===== src/rtl/exe_mul_unit.sv =====
// Iterative shift-add multiplier (MUL/MLA) for the EXE stage with N/Z flags and pipeline stall.
// Optional macro MUL_EARLY_TERMINATE_EN: finish as soon as the remaining multiplier bits are zero.
module exe_mul_unit #(
  parameter int WIDTH          = 32,
  parameter int BITS_PER_CYCLE = 1
) (
  input  logic             clk,
  input  logic             rst,
  input  logic             start,
  input  logic             accumulate,
  input  logic [WIDTH-1:0] val1,
  input  logic [WIDTH-1:0] val2,
  input  logic [WIDTH-1:0] acc_in,
  input  logic             flush,
  output logic             stall,
  output logic             busy,
  output logic             done,
  output logic [WIDTH-1:0] result,
  output logic             result_n,
  output logic             result_z
);

  localparam int N  = WIDTH / BITS_PER_CYCLE;
  localparam int CW = $clog2(N + 1);

  typedef enum logic [1:0] {
    S_IDLE = 2'd0,
    S_RUN  = 2'd1,
    S_DONE = 2'd2
  } state_t;

  state_t           state_q, state_d;
  logic [WIDTH-1:0] mcand_q, mcand_d;
  logic [WIDTH-1:0] mplier_q, mplier_d;
  logic [WIDTH-1:0] acc_q, acc_d;
  logic [WIDTH-1:0] result_q, result_d;
  logic [CW-1:0]    cnt_q, cnt_d;

  // One partial-product term per multiplier bit retired this cycle.
  logic [WIDTH-1:0] pp_terms [BITS_PER_CYCLE];
  logic [WIDTH-1:0] pp_sum;
  logic [WIDTH-1:0] acc_sum;
  logic [WIDTH-1:0] mplier_shift;
  logic             last_step;

  genvar gi;
  generate
    for (gi = 0; gi < BITS_PER_CYCLE; gi++) begin : g_pp
      assign pp_terms[gi] = mplier_q[gi] ? (mcand_q << gi) : '0;
    end
  endgenerate

  always_comb begin
    pp_sum = '0;
    for (int b = 0; b < BITS_PER_CYCLE; b++) begin
      pp_sum = pp_sum + pp_terms[b];
    end
  end

  assign acc_sum      = acc_q + pp_sum;
  assign mplier_shift = mplier_q >> BITS_PER_CYCLE;

`ifdef MUL_EARLY_TERMINATE_EN
  assign last_step = (cnt_q == CW'(1)) || (mplier_shift == '0);
`else
  assign last_step = (cnt_q == CW'(1));
`endif

  always_comb begin
    state_d  = state_q;
    mcand_d  = mcand_q;
    mplier_d = mplier_q;
    acc_d    = acc_q;
    result_d = result_q;
    cnt_d    = cnt_q;
    if (flush) begin
      state_d = S_IDLE;
    end else begin
      case (state_q)
        S_IDLE, S_DONE: begin
          if (start) begin
            mcand_d  = val1;
            mplier_d = val2;
            acc_d    = accumulate ? acc_in : '0;
            cnt_d    = CW'(N);
            state_d  = S_RUN;
          end else begin
            state_d  = S_IDLE;
          end
        end
        S_RUN: begin
          acc_d    = acc_sum;
          mcand_d  = mcand_q << BITS_PER_CYCLE;
          mplier_d = mplier_shift;
          cnt_d    = cnt_q - CW'(1);
          if (last_step) begin
            result_d = acc_sum;
            state_d  = S_DONE;
          end
        end
        default: state_d = S_IDLE;
      endcase
    end
  end

  always_ff @(posedge clk) begin
    if (rst) begin
      state_q  <= S_IDLE;
      mcand_q  <= '0;
      mplier_q <= '0;
      acc_q    <= '0;
      result_q <= '0;
      cnt_q    <= '0;
    end else begin
      state_q  <= state_d;
      mcand_q  <= mcand_d;
      mplier_q <= mplier_d;
      acc_q    <= acc_d;
      result_q <= result_d;
      cnt_q    <= cnt_d;
    end
  end

  // Combinational so the ID_EXE register is frozen in the very cycle start is accepted.
  assign stall    = ~flush & ((state_q == S_RUN) |
                              (((state_q == S_IDLE) | (state_q == S_DONE)) & start));
  assign busy     = (state_q == S_RUN);
  assign done     = (state_q == S_DONE) & ~flush;
  assign result   = result_q;
  assign result_n = result_q[WIDTH-1];
  assign result_z = (result_q == '0);

endmodule


===== config.mk =====
export PLATFORM = sky130hd
export DESIGN_NAME = exe_mul_unit
export DESIGN_NICKNAME = d
export VERILOG_FILES = /design/src/rtl/exe_mul_unit.sv
export SDC_FILE = /design/constraint.sdc
export NUM_CORES = 1
export LEC_CHECK = 0
export CAP_MARGIN = 20
export CORE_UTILIZATION = 50
export DETAILED_ROUTE_END_ITERATION = 8
export PLACE_DENSITY = 0.86
export SLEW_MARGIN = 20
export SYNTH_ARGS = -nofsm -noshare
export SYNTH_HDL_FRONTEND = slang
export SYNTH_SLANG_ARGS = --single-unit

===== constraint.sdc =====
create_clock -name clk -period 4.3 [get_ports clk]
set_input_delay 0.43 -clock clk [delete_from_list [all_inputs] [get_ports clk]]
set_output_delay 0.43 -clock clk [all_outputs]
set_load 0.02 [all_outputs]

# Word-level counts from Yosys, hierarchy flattened
# Cells that the tools add are included.
[op_classes]
n_addsub = 2
eq_ne = 5
mux = 13
bitwise = 6
n_reduce_logical = 7
[op_table]
columns = ["cell", "n"]
rows = [
  ["$pmux 32 s2", 3],
  ["$mux 32", 5],
  ["$add 32x32->32", 1],
  ["$logic_not 32->1", 1],
  ["$pmux 6 s2", 1],
  ["$eq 6x1->1 const B", 1],
  ["$mux 6", 1],
  ["$reduce_and 3->1", 2],
  ["$sub 6x1->6 const B", 1],
  ["$pmux 2 s2", 1],
  ["$reduce_or 2->1", 2],
  ["$and 1x1->1", 3],
  ["$eq 2x1->1 const B", 1],
  ["$eq 2x2->1 const B", 1],
  ["$logic_not 2->1", 1],
  ["$mux 2", 1],
  ["$ne 2x1->1 const B", 1],
  ["$ne 2x2->1 const B", 1],
  ["$or 1x1->1", 2],
  ["$reduce_bool 2->1", 1],
  ["$mux 1", 1],
  ["$not 1->1", 1],
]
[word_totals]
ff_bits = 136
input_bits = 101
out_inout_bits = 37
wordCells = 39

# Longest topological paths before layout
# Gate-level depths: netlist (run 1).
[logic_depth]
word_depth = 5
ltp_mapped = 12
mapped_depth_nobuf = 11

# Worst setup path after synthesis (run 1)
# Ideal clock, no wire load.
[synth_path]
path_type = "reg-to-reg"
startpoint = "reg mplier_q[0]"
endpoint = "reg result_q[30], in the netlist result[30]"
setup_time_ns = 0.122
arrival_time_ns = 2.787
required_ns = 4.178
setup_slack_ns = 1.391
stages_incl_launch_ff = 13
period_less_slack_ns = 2.909
cell_sequence = "dfxtp_1 -> clkbuf_1 -> and2_1 -> ha_1 -> buf_4 -> a2111oi_0 -> o21ai_1 -> a22oi_1 -> o211ai_1 -> and3_1 -> a221o_1 -> nor4b_1 -> a311o_1"
[synth_via]
elab_chain_len = 2
[synth_rtl]
columns = ["item", "line_no", "text"]
rows = [
  ["start, declared", "34", "logic [WIDTH-1:0] mplier_q, mplier_d;"],
  ["start signal, assigned", "117", "mplier_q <= mplier_d;"],
  ["$mux 32", "49", "assign pp_terms[gi] = mplier_q[gi] ? (mcand_q << gi) : '0;"],
  ["$add 32x32->32", "60", "assign acc_sum = acc_q + pp_sum;"],
  ["end signal, assigned", "119", "result_q <= result_d;"],
  ["end, declared", "36", "logic [WIDTH-1:0] result_q, result_d;"],
]
# No other way between the ends.
# A chain may end at the register's enable or synchronous reset.

# Worst setup path after layout (run 1)
[layout_path]
startpoint = "reg mplier_q[0]"
endpoint = "reg acc_q[30]"
[layout_via]
elab_chain_len = 3
[layout_rtl]
columns = ["item", "line_no", "text"]
rows = [
  ["$mux 32", "49", ""],
  ["$add 32x32->32", "60", ""],
  ["$pmux 32 s2", "79", "case (state_q)"],
  ["end signal, assigned", "111", "acc_q <= '0;"],
  ["end signal, assigned", "118", "acc_q <= acc_d;"],
  ["end, declared", "35", "logic [WIDTH-1:0] acc_q, acc_d;"],
]
# No other way between the ends.

==> flow_summary.ini, run 1 <==
[detailed_routing]
drc = 6
vias = 7661
drt_wl_total_um = 21500
ant_nets = 0
drt-pass1-iter-count = 9
via_per_inst = 6.06
drt_iter0_drc = 649
wl_per_cell_um = 17.0

[setup_path]
slowest_stage = dfxtp_1
crit_path_frequent_cell = o211ai_1
cp-start-kind = flip-flop
cp_num_buf_inv = 0
endpoint_kind = flip-flop
cp_max_fo = 18
path_delay_family = compound AO/OA/AOI/OAI gates
worstSetupPathType = reg -> reg
crit_path_max_incr_delay_ps = 460
critPathArrivalTime_ps = 3660
path_cells = and2_1 -> ha_1 -> fa_1 -> a21oi_1 -> o211ai_1 -> a41oi_1 -> o211ai_1 -> and3_1 -> a221o_1 -> xnor2_1 -> a2111oi_0
worstPathRequired_ps = 4620

[sta]
maxSlewViolCount = 0
slew_headroom_pct = 48.5
fin_crit_sh_pct = 77.7
min_period_ps = 3340
fmax_mhz = 299
skew_ps = 9.59
setup_viol = 0
rsz0062_at_grt = false
tightest_slew_ps = 768
setup_tns_ps = 0
hold_viol = 0

[final_layout]
area_delta_synth_final_pct = 25.4
final_layout_size_suffix_gt1_share_pct = 5.64
n_fill_cell = 1264
final_cells = 1265
fin_nets = 1204
n_antenna_cell = 0

[floorplan]
start_util_pct = 51.7
core_area_um2 = 14700
die_h_um = 125
die_w_um = 125
rows = 44
dieArea_um2 = 15700
io_pins = 138

[cts]
cts_max_level = 4
hold_buffers = 0
clkTransAtPathRegs_ps = 60
clkSinkCount = 136
cts_resized = 0
cts_buffers = 17
clk_latency_ps = 440
clk_path_buf_depth = 2
post_cts_buffers = 0
clk_root_buffer_cell = clkbuf_16
tritoncts = built

[pwr]
p_int_mw = 2.51
power_frac_clock_pct = 44.0
cellPowerDensity_nw_per_um2 = 356
ir_worst_vdd_mv = 0.291
comb_power_share_pct = 14.8
leakage_nw = 3.68
pwr-share-seq_pct = 41.2
p_sw_uw = 883
p_sw_share_pct = 26.1

[outcome]
violations = design-rule violations
outcome = complete, but fails checks

[placement]
numPortBuffers = 137
gp_congestion = 0.943
dpl.cell_count = 1234
place.detailed.hpwl_um = 14800

[global_routing]
grt_pass1_vias = 7074
overflow = 0
grt.total_usage_pct = 27.8
grt_max_degree = 86
antenna_found_initial = 0
grt_pass1_wl_um = 35200

[logic_synthesis]
synthArstFlopShare_pct = 0
ys.flop_type = dfxtp_1
yosysSeqAreaShare_pct = 35.8
yosysWarnings = 0
synth.top_cells.by_count = nand2_1, dfxtp_1, nor2_1, a311oi_1, clkbuf_1
synth_top_area_cell = dfxtp_1
syn-num-nets = 1115
synth_most_common_cell = nand2_1
synthCells = 980
syn_avg_cell_area_um2 = 7.76
synth_area_um2 = 7600
synth_area_leaders = dfxtp_1, nand2_1, a311oi_1
synth-seq-cells = 136
synth-edff-count = 0
netlist.area_leader.share_pct = 35.8
yosysUniqueCellTypes = 68

[worst_hold_path]
hold_class = reg -> reg

[job]
maxCapViolations = 0
[cells by family after synthesis]
logic type	count (synthesis)	synth area share, %
xor+xnor	34	3.92
compound gates	250	24.0
flops	136	35.8
fa+ha+maj	34	5.69
mux	2	0.263
buf+inv	91	5.53
simple gates	433	24.8
[cell type report]
cell class              count  area, um^2  share of cell area, %
clock buffers              21         470                   4.94
clock inverters            10         125                   1.31
inverters                  13        51.3                  0.538
multi-input cells         753        4470                   46.9
flip-flops and latches    136        2720                   28.6
well taps                 184         230                   2.42
repair buffers            148        1460                   15.4
[layer usage]
layer / routed length, um / track usage, % / vias to the layer above
met5: 0 / 0 / -
met4: 672 / 13.1 / 0
met3: 1430 / 5.48 / 62
met2: 9920 / 43.9 / 324
met1: 9470 / 36.6 / 3598
li1: - / - / 3677
[sequential cells by signal, summed over array words and instances (netlist names)]
name and flops:
acc_q 32, mcand_q 32, mplier_q 32, result 32
cnt_q 6, state_q 2
[through the flow]
stage | cell area (um^2) | util [%] | setup slack (ps) | power [mW] | hold slack [ps]
after floorplan | 7600 | - | 1390 | 1.73 | 455
after global placement | 8940 | 60.8 | 1090 | 1.90 | 455
after detailed placement | 8940 | 60.8 | 996 | 1.91 | 465
after CTS | 9530 | 64.9 | 969 | 3.39 | 472
after global routing | 9530 | 64.9 | 692 | 3.51 | 491
final | 9530 | 64.9 | 959 | 3.39 | 471
[layout by cell type, fill, tap and decap left out, types with 5 or more instances in the layout]
cell	n
nor3_1	10
a211oi_1	10
nand3_1	22
a21o_1	14
o21ai_0	32
nor2_1	134
a311oi_1	69
a31oi_1	5
inv_1	10
buf_4	11
a21oi_1	59
clkbuf_16	17
clkdlybuf4s50_1	136
ha_1	33
nand4_1	9
a221oi_1	11
dfxtp_1	136
xor2_1	13
and2_1	35
o211ai_1	9
clkinv_2	7
nor4_1	11
xnor2_1	21
nand2_1	188
[power by group through the flow]
stage | combinational [mW] | clock, mW | sequential [mW]
floorplan | 0.328 | 0 | 1.40
global placement | 0.479 | 0 | 1.42
detailed placement | 0.491 | 0 | 1.42
CTS | 0.496 | 1.50 | 1.39
global route | 0.550 | 1.56 | 1.40
finish | 0.501 | 1.49 | 1.40
[worst reg2reg max path, stage by stage, from the launching register on]
cell	delay (ps)
dfxtp_1	460
and2_1	250
ha_1	200
fa_1	400
a21oi_1	230
o211ai_1	180
a41oi_1	280
o211ai_1	150
and3_1	220
a221o_1	350
xnor2_1	140
a2111oi_0	360
[worst paths after layout]
kind                              startpoint      endpoint  slack, ps  cells after the start
worst min register to register  mplier_q[27]  mplier_q[26]        470                      2
worst min-delay path            mplier_q[27]  mplier_q[26]        470                      2
worst max register to register   mplier_q[0]     acc_q[30]        960                     11
worst max-delay path             mplier_q[0]     acc_q[30]        960                     11
No activity file was read; power rests on OpenSTA's default activity.
==> run 2, diff against run 1 <==
==> constraint.sdc (replaced) <==
create_clock -name clk -period 3.2 [get_ports clk]
set_input_delay 0.32 -clock clk [delete_from_list [all_inputs] [get_ports clk]]
set_output_delay 0.32 -clock clk [all_outputs]
set_load 0.02 [all_outputs]
==> run 2 against run 1 <==
The flow now finishes without violations; first-iteration DRC count increased by 10%; design area is 1.5% higher; clock skew is 1.2 ps higher; non-clock buffer count is 10 higher; maximum frequency increased by 9.6%; total power is 37% higher; count of clock-buffer cells in the layout stayed put; worst hold slack worse by 110 ps; critical path depth did not move; critical path type unchanged; largest cell class unchanged; flip-flop and latch count stayed put; worst setup slack worse by 810 ps; sequential power increased by 34%; highest routed layer unchanged.
==> flow_summary.ini, run 2 (same netlist as run 1, synthesis figures left out) <==
[outcome]
outcome = finished clean

[cts]
clkTransAtPathRegs_ps = 60
clk_root_buffer_cell = clkbuf_16
tritoncts = built
clk_path_buf_depth = 2
clk_latency_ps = 430
post_cts_buffers = 0
cts_buffers = 17
hold_buffers = 0
clkSinkCount = 136
cts_max_level = 4

[setup_path]
cp_num_buf_inv = 1
critPathArrivalTime_ps = 3370
path_cells = buf_12 -> and2_1 -> ha_1 -> nand2_2 -> or3b_4 -> a211oi_4 -> o31ai_2 -> o31ai_4 -> a211oi_2 -> xor2_1 -> a2111oi_2
reg2reg_slack_ps = 150
path_delay_family = compound AO/OA/AOI/OAI gates
endpoint_kind = flip-flop
r2r_cells = 11
cp_max_fo = 23
slowest_stage = or3b_4
cp-start-kind = flip-flop
reg2reg_from = mplier_q[0]
worstPathRequired_ps = 3520
r2r_end = acc_q[29]
crit_path_max_incr_delay_ps = 400
worstSetupPathType = reg -> reg

[floorplan]
start_util_pct = 51.7
rows = 44
io_pins = 138
die_h_um = 125
core_area_um2 = 14700
die_w_um = 125
dieArea_um2 = 15700

[worst_hold_path]
hp-start = rst
holdPathEnd = acc_q[13]
hold_class = in -> reg
holdPathStages = 2

[placement]
numPortBuffers = 137
place.detailed.hpwl_um = 14700
gp_congestion = 0.929

[detailed_routing]
vias = 7659
drt_wl_total_um = 21800
drt_iter0_drc = 716
via_per_inst = 6.01
wl_per_cell_um = 17.1
drc = 0
drt-pass1-iter-count = 7
ant_nets = 0

[pwr]
p_sw_share_pct = 25.7
p_int_mw = 3.44
pwr-share-seq_pct = 40.4
comb_power_share_pct = 15.0
ir_worst_vdd_mv = 0.377
p_sw_mw = 1.19
leakage_nw = 3.74
power_frac_clock_pct = 44.6
cellPowerDensity_nw_per_um2 = 479

[sta]
skew_ps = 10.8
hold_viol = 0
fin_crit_sh_pct = 95.3
fmax_mhz = 328
setup_tns_ps = 0
tightest_slew_ps = 904
maxSlewViolCount = 0
setup_viol = 0
min_period_ps = 3050
slew_headroom_pct = 39.8

[final_layout]
register_area_um2 = 2720
area_delta_synth_final_pct = 27.2
final_layout_size_suffix_gt1_share_pct = 7.06
mostFrequentLayoutCell = nand2_1
mostFrequentLayoutCells = nand2_1, dfxtp_1, clkdlybuf4s50_1
n_antenna_cell = 0
utilization_pct = 65.8
multi_input_area_um2 = 4510
fin_nets = 1214
n_fill_cell = 1182

[global_routing]
overflow = 0
grt_pass1_wl_um = 35700
antenna_found_initial = 0
grt.total_usage_pct = 28.1
grt_pass1_vias = 7239
grt_max_degree = 86

[job]
maxCapViolations = 0
==> run 2: worst register-to-register path: stages (launching register included) <==
cell and delay (ps):
dfxtp_1 360, buf_12 170, and2_1 160, ha_1 360, nand2_2 80, or3b_4 400
a211oi_4 290, o31ai_2 150, o31ai_4 300, a211oi_2 160, xor2_1 180, a2111oi_2 350
==> run 2: how the worst max path moves through the flow <==
stage | from | to | slack, ps | cells after the start
3_5_place_dp | mplier_q[0] | result[30] | -6 | 11
5_1_grt | mplier_q[0] | acc_q[30] | -10 | 11
4_1_cts | mplier_q[0] | result[30] | 50 | 11
2_1_floorplan | mplier_q[0] | result[30] | 290 | 12
3_3_place_gp | mplier_q[0] | result[30] | 160 | 11
6_report | mplier_q[0] | acc_q[29] | 150 | 11
==> run 2: routing by layer <==
layer	track usage, %	share of wire, %	up-vias
met3	4.54	5.6	54
met2	46.0	47	314
met5	0	0	-
met1	36.4	44	3594
li1	-	-	3697
met4	12.4	3.2	0
==> run 2: power by group through the flow <==
stage / Combinational, mW / Sequential [mW] / Clock, mW
final: 0.693 / 1.87 / 2.07
after global routing: 0.761 / 1.88 / 2.15
after CTS: 0.683 / 1.87 / 2.07
after detailed placement: 0.673 / 1.91 / 0
after global placement: 0.656 / 1.90 / 0
after floorplan: 0.441 / 1.88 / 0
==> run 2: area by class of cell <==
type	count	area share, %
well taps	184	2.38
inverters	13	0.530
flip-flops and latches	136	28.1
clock inverters	10	1.55
repair buffers	158	16.0
multi-input cells	753	46.6
clock buffers	21	4.76
==> run 2: through the flow <==
| step | setup slack [ps] | hold WS, ps | instances | area [um^2] | power [mW] |
|---|---|---|---|---|---|
| detailed placement | -6.29 | 468 | 1244 | 9020 | 2.58 |
| floorplan | 291 | 455 | 980 | 7600 | 2.32 |
| finish | 152 | 357 | 1275 | 9670 | 4.63 |
| global placement | 157 | 458 | 1244 | 9020 | 2.56 |
| global route | -11.8 | 360 | 1275 | 9670 | 4.79 |
| CTS | 46.4 | 342 | 1275 | 9640 | 4.63 |
==> run 2: what timing repair did <==
action	4_1_cts	5_1_grt
pin swaps	0	4
gates resized for setup	1	9
endpoints found under the setup margin	2	8
==> run 3, diff against run 2 <==
--- a/config.mk
+++ b/config.mk
@@ -6,9 +6,11 @@
 export NUM_CORES = 1
 export LEC_CHECK = 0
 export CAP_MARGIN = 20
-export CORE_UTILIZATION = 50
+export CELL_PAD_IN_SITES_DETAIL_PLACEMENT = 0
+export CELL_PAD_IN_SITES_GLOBAL_PLACEMENT = 2
+export CORE_UTILIZATION = 31
 export DETAILED_ROUTE_END_ITERATION = 8
-export PLACE_DENSITY = 0.86
+export PLACE_DENSITY = 0.91
 export SLEW_MARGIN = 20
 export SYNTH_ARGS = -nofsm -noshare
 export SYNTH_HDL_FRONTEND = slang
==> run 3 against run 2 <==
Clock skew shrank 1.8 ps; worst hold slack worse by 39 ps; design area rose by 2.5%; flip-flop and latch count unchanged; count of clock-buffer cells in the layout decreased by 3; critical endpoint unchanged; die area is 60% higher; wire length is 7.0% higher; combinational power rose by 0.9%; sequential power barely moved; utilization fell by 24 points; clock power grew 3%; critical path type unchanged; sequential share of layout area shrank 0.69 points.
==> flow_summary.ini, run 3 (same netlist as run 1, synthesis figures left out) <==
[outcome]
outcome = finished clean

[pwr]
ir_worst_vdd_mv = 0.278
leakage_nw = 3.76
power_mw = 4.69
cellPowerDensity_nw_per_um2 = 473

[sta]
tightest_slew_ps = 807
hold_viol = 0
fin_crit_sh_pct = 95.5
skew_ps = 9.06
maxSlewViolCount = 0
rsz0062_at_grt = false
setup_viol = 0
fmax_mhz = 327
slew_headroom_pct = 45.9
min_period_ps = 3060
setup_ws_ps = 144
setup_tns_ps = 0

[floorplan]
core_area_um2 = 23800
start_util_pct = 32.0
io_pins = 138
die_h_um = 159
rows = 56
die_w_um = 159
dieArea_um2 = 25200

[final_layout]
final_layout_size_suffix_gt1_share_pct = 7.66
n_antenna_cell = 0
area_delta_synth_final_pct = 30.4
mostFrequentLayoutCells = nand2_1, dfxtp_1, clkdlybuf4s50_1
fin_nets = 1219
mostFrequentLayoutCell = nand2_1

[worst_hold_path]
hp-start = rst
holdPathEnd = cnt_q[1]
holdPathStages = 2
hold_class = in -> reg

[setup_path]
worstPathRequired_ps = 3530
endpoint_kind = flip-flop
r2r_end = acc_q[29]
slowest_stage = or3b_4
worstSetupPathType = reg -> reg
reg2reg_slack_ps = 140
critPathArrivalTime_ps = 3380
cp_max_fo = 23
path_cells = buf_12 -> and2_1 -> ha_1 -> nand2_2 -> or3b_4 -> a211oi_4 -> o31ai_2 -> o31ai_4 -> a211oi_2 -> xor2_1 -> a2111oi_2
crit_path_max_incr_delay_ps = 400
r2r_cells = 11
cp-start-kind = flip-flop
reg2reg_from = mplier_q[0]

[cts]
clk_path_buf_depth = 2
clk_root_buffer_cell = clkbuf_16
cts_buffers = 17
clkSinkCount = 136
tritoncts = built
post_cts_buffers = 0
clk_latency_ps = 430
hold_buffers = 0
clkTransAtPathRegs_ps = 60
cts_max_level = 4

[placement]
place.detailed.hpwl_um = 16400
numPortBuffers = 137
pre_cts_slack_ps = -33.6
gp_congestion = 0.864

[global_routing]
grt_pass1_vias = 7097
grt.total_usage_pct = 19.1
grt_pass1_wl_um = 37300
antenna_found_initial = 0
overflow = 0
grt_max_degree = 90

[detailed_routing]
drt-pass1-iter-count = 4
via_per_inst = 5.12
vias = 7252
drt_iter0_drc = 463
drt_wl_total_um = 23400
ant_nets = 0
drc = 0
wl_per_cell_um = 16.5

[job]
maxCapViolations = 0
[run 3: repair_timing]
item	in CTS	in global routing
cloned	0	0
endpoints found under the setup margin	2	9
gates resized for setup	1	9
pin swaps	0	5
[run 3: final cells by class]
cell class | count | area, um^2
multi-input cells | 753 | 4520
clock buffers | 18 | 429
well taps | 319 | 399
fillers | 2435 | 13800
inverters | 13 | 51.3
repair buffers | 163 | 1600
clock inverters | 14 | 194
flip-flops and latches | 136 | 2720
[run 3: how the worst max path moves through the flow]
stage	from	end	slack, ps
after global routing	mplier_q[0]	acc_q[25]	0.7
after floorplan	mplier_q[0]	result[30]	290
after global placement	mplier_q[0]	acc_q[27]	130
final	mplier_q[0]	acc_q[29]	140
after detailed placement	mplier_q[0]	acc_q[30]	-30
after CTS	mplier_q[0]	acc_q[30]	0.2
[run 3: routing by layer]
layer	vias up	part of all wire [%]	wire length, um	GRT usage [%]
met1	3350	49	11500	25.9
li1	3709	-	-	-
met5	-	0	0	0
met4	0	1.9	439	6.18
met2	161	45	10600	30.5
met3	32	3.6	852	3.51
[run 3: stage by stage]
step / cells / cell area (um^2) / hold WS [ps] / utilization (%)
6_report: 1416 / 9920 / 318 / 41.8
5_1_grt: 1416 / 9920 / 355 / 41.8
4_1_cts: 1416 / 9870 / 305 / 41.6
3_5_place_dp: 1384 / 9240 / 467 / 38.9
3_3_place_gp: 1384 / 9240 / 461 / 38.9
2_1_floorplan: 980 / 7600 / 455 / -
[run 3: critical path: cells and delay by family (launching register included)]
family / cells / cell delay (ps)
AOI/OAI and AO/OA: 5 / 1230
buffers and inverters: 1 / 170
and+or+nand+nor: 3 / 650
adders and majority gates: 1 / 350
DFF: 1 / 360
xor gates and xnor gates: 1 / 180
[run 3: power by group]
group / internal, mW / switching [mW]
clock: 1.31 / 0.816
combinational: 0.314 / 0.385
sequential: 1.80 / 0.0695
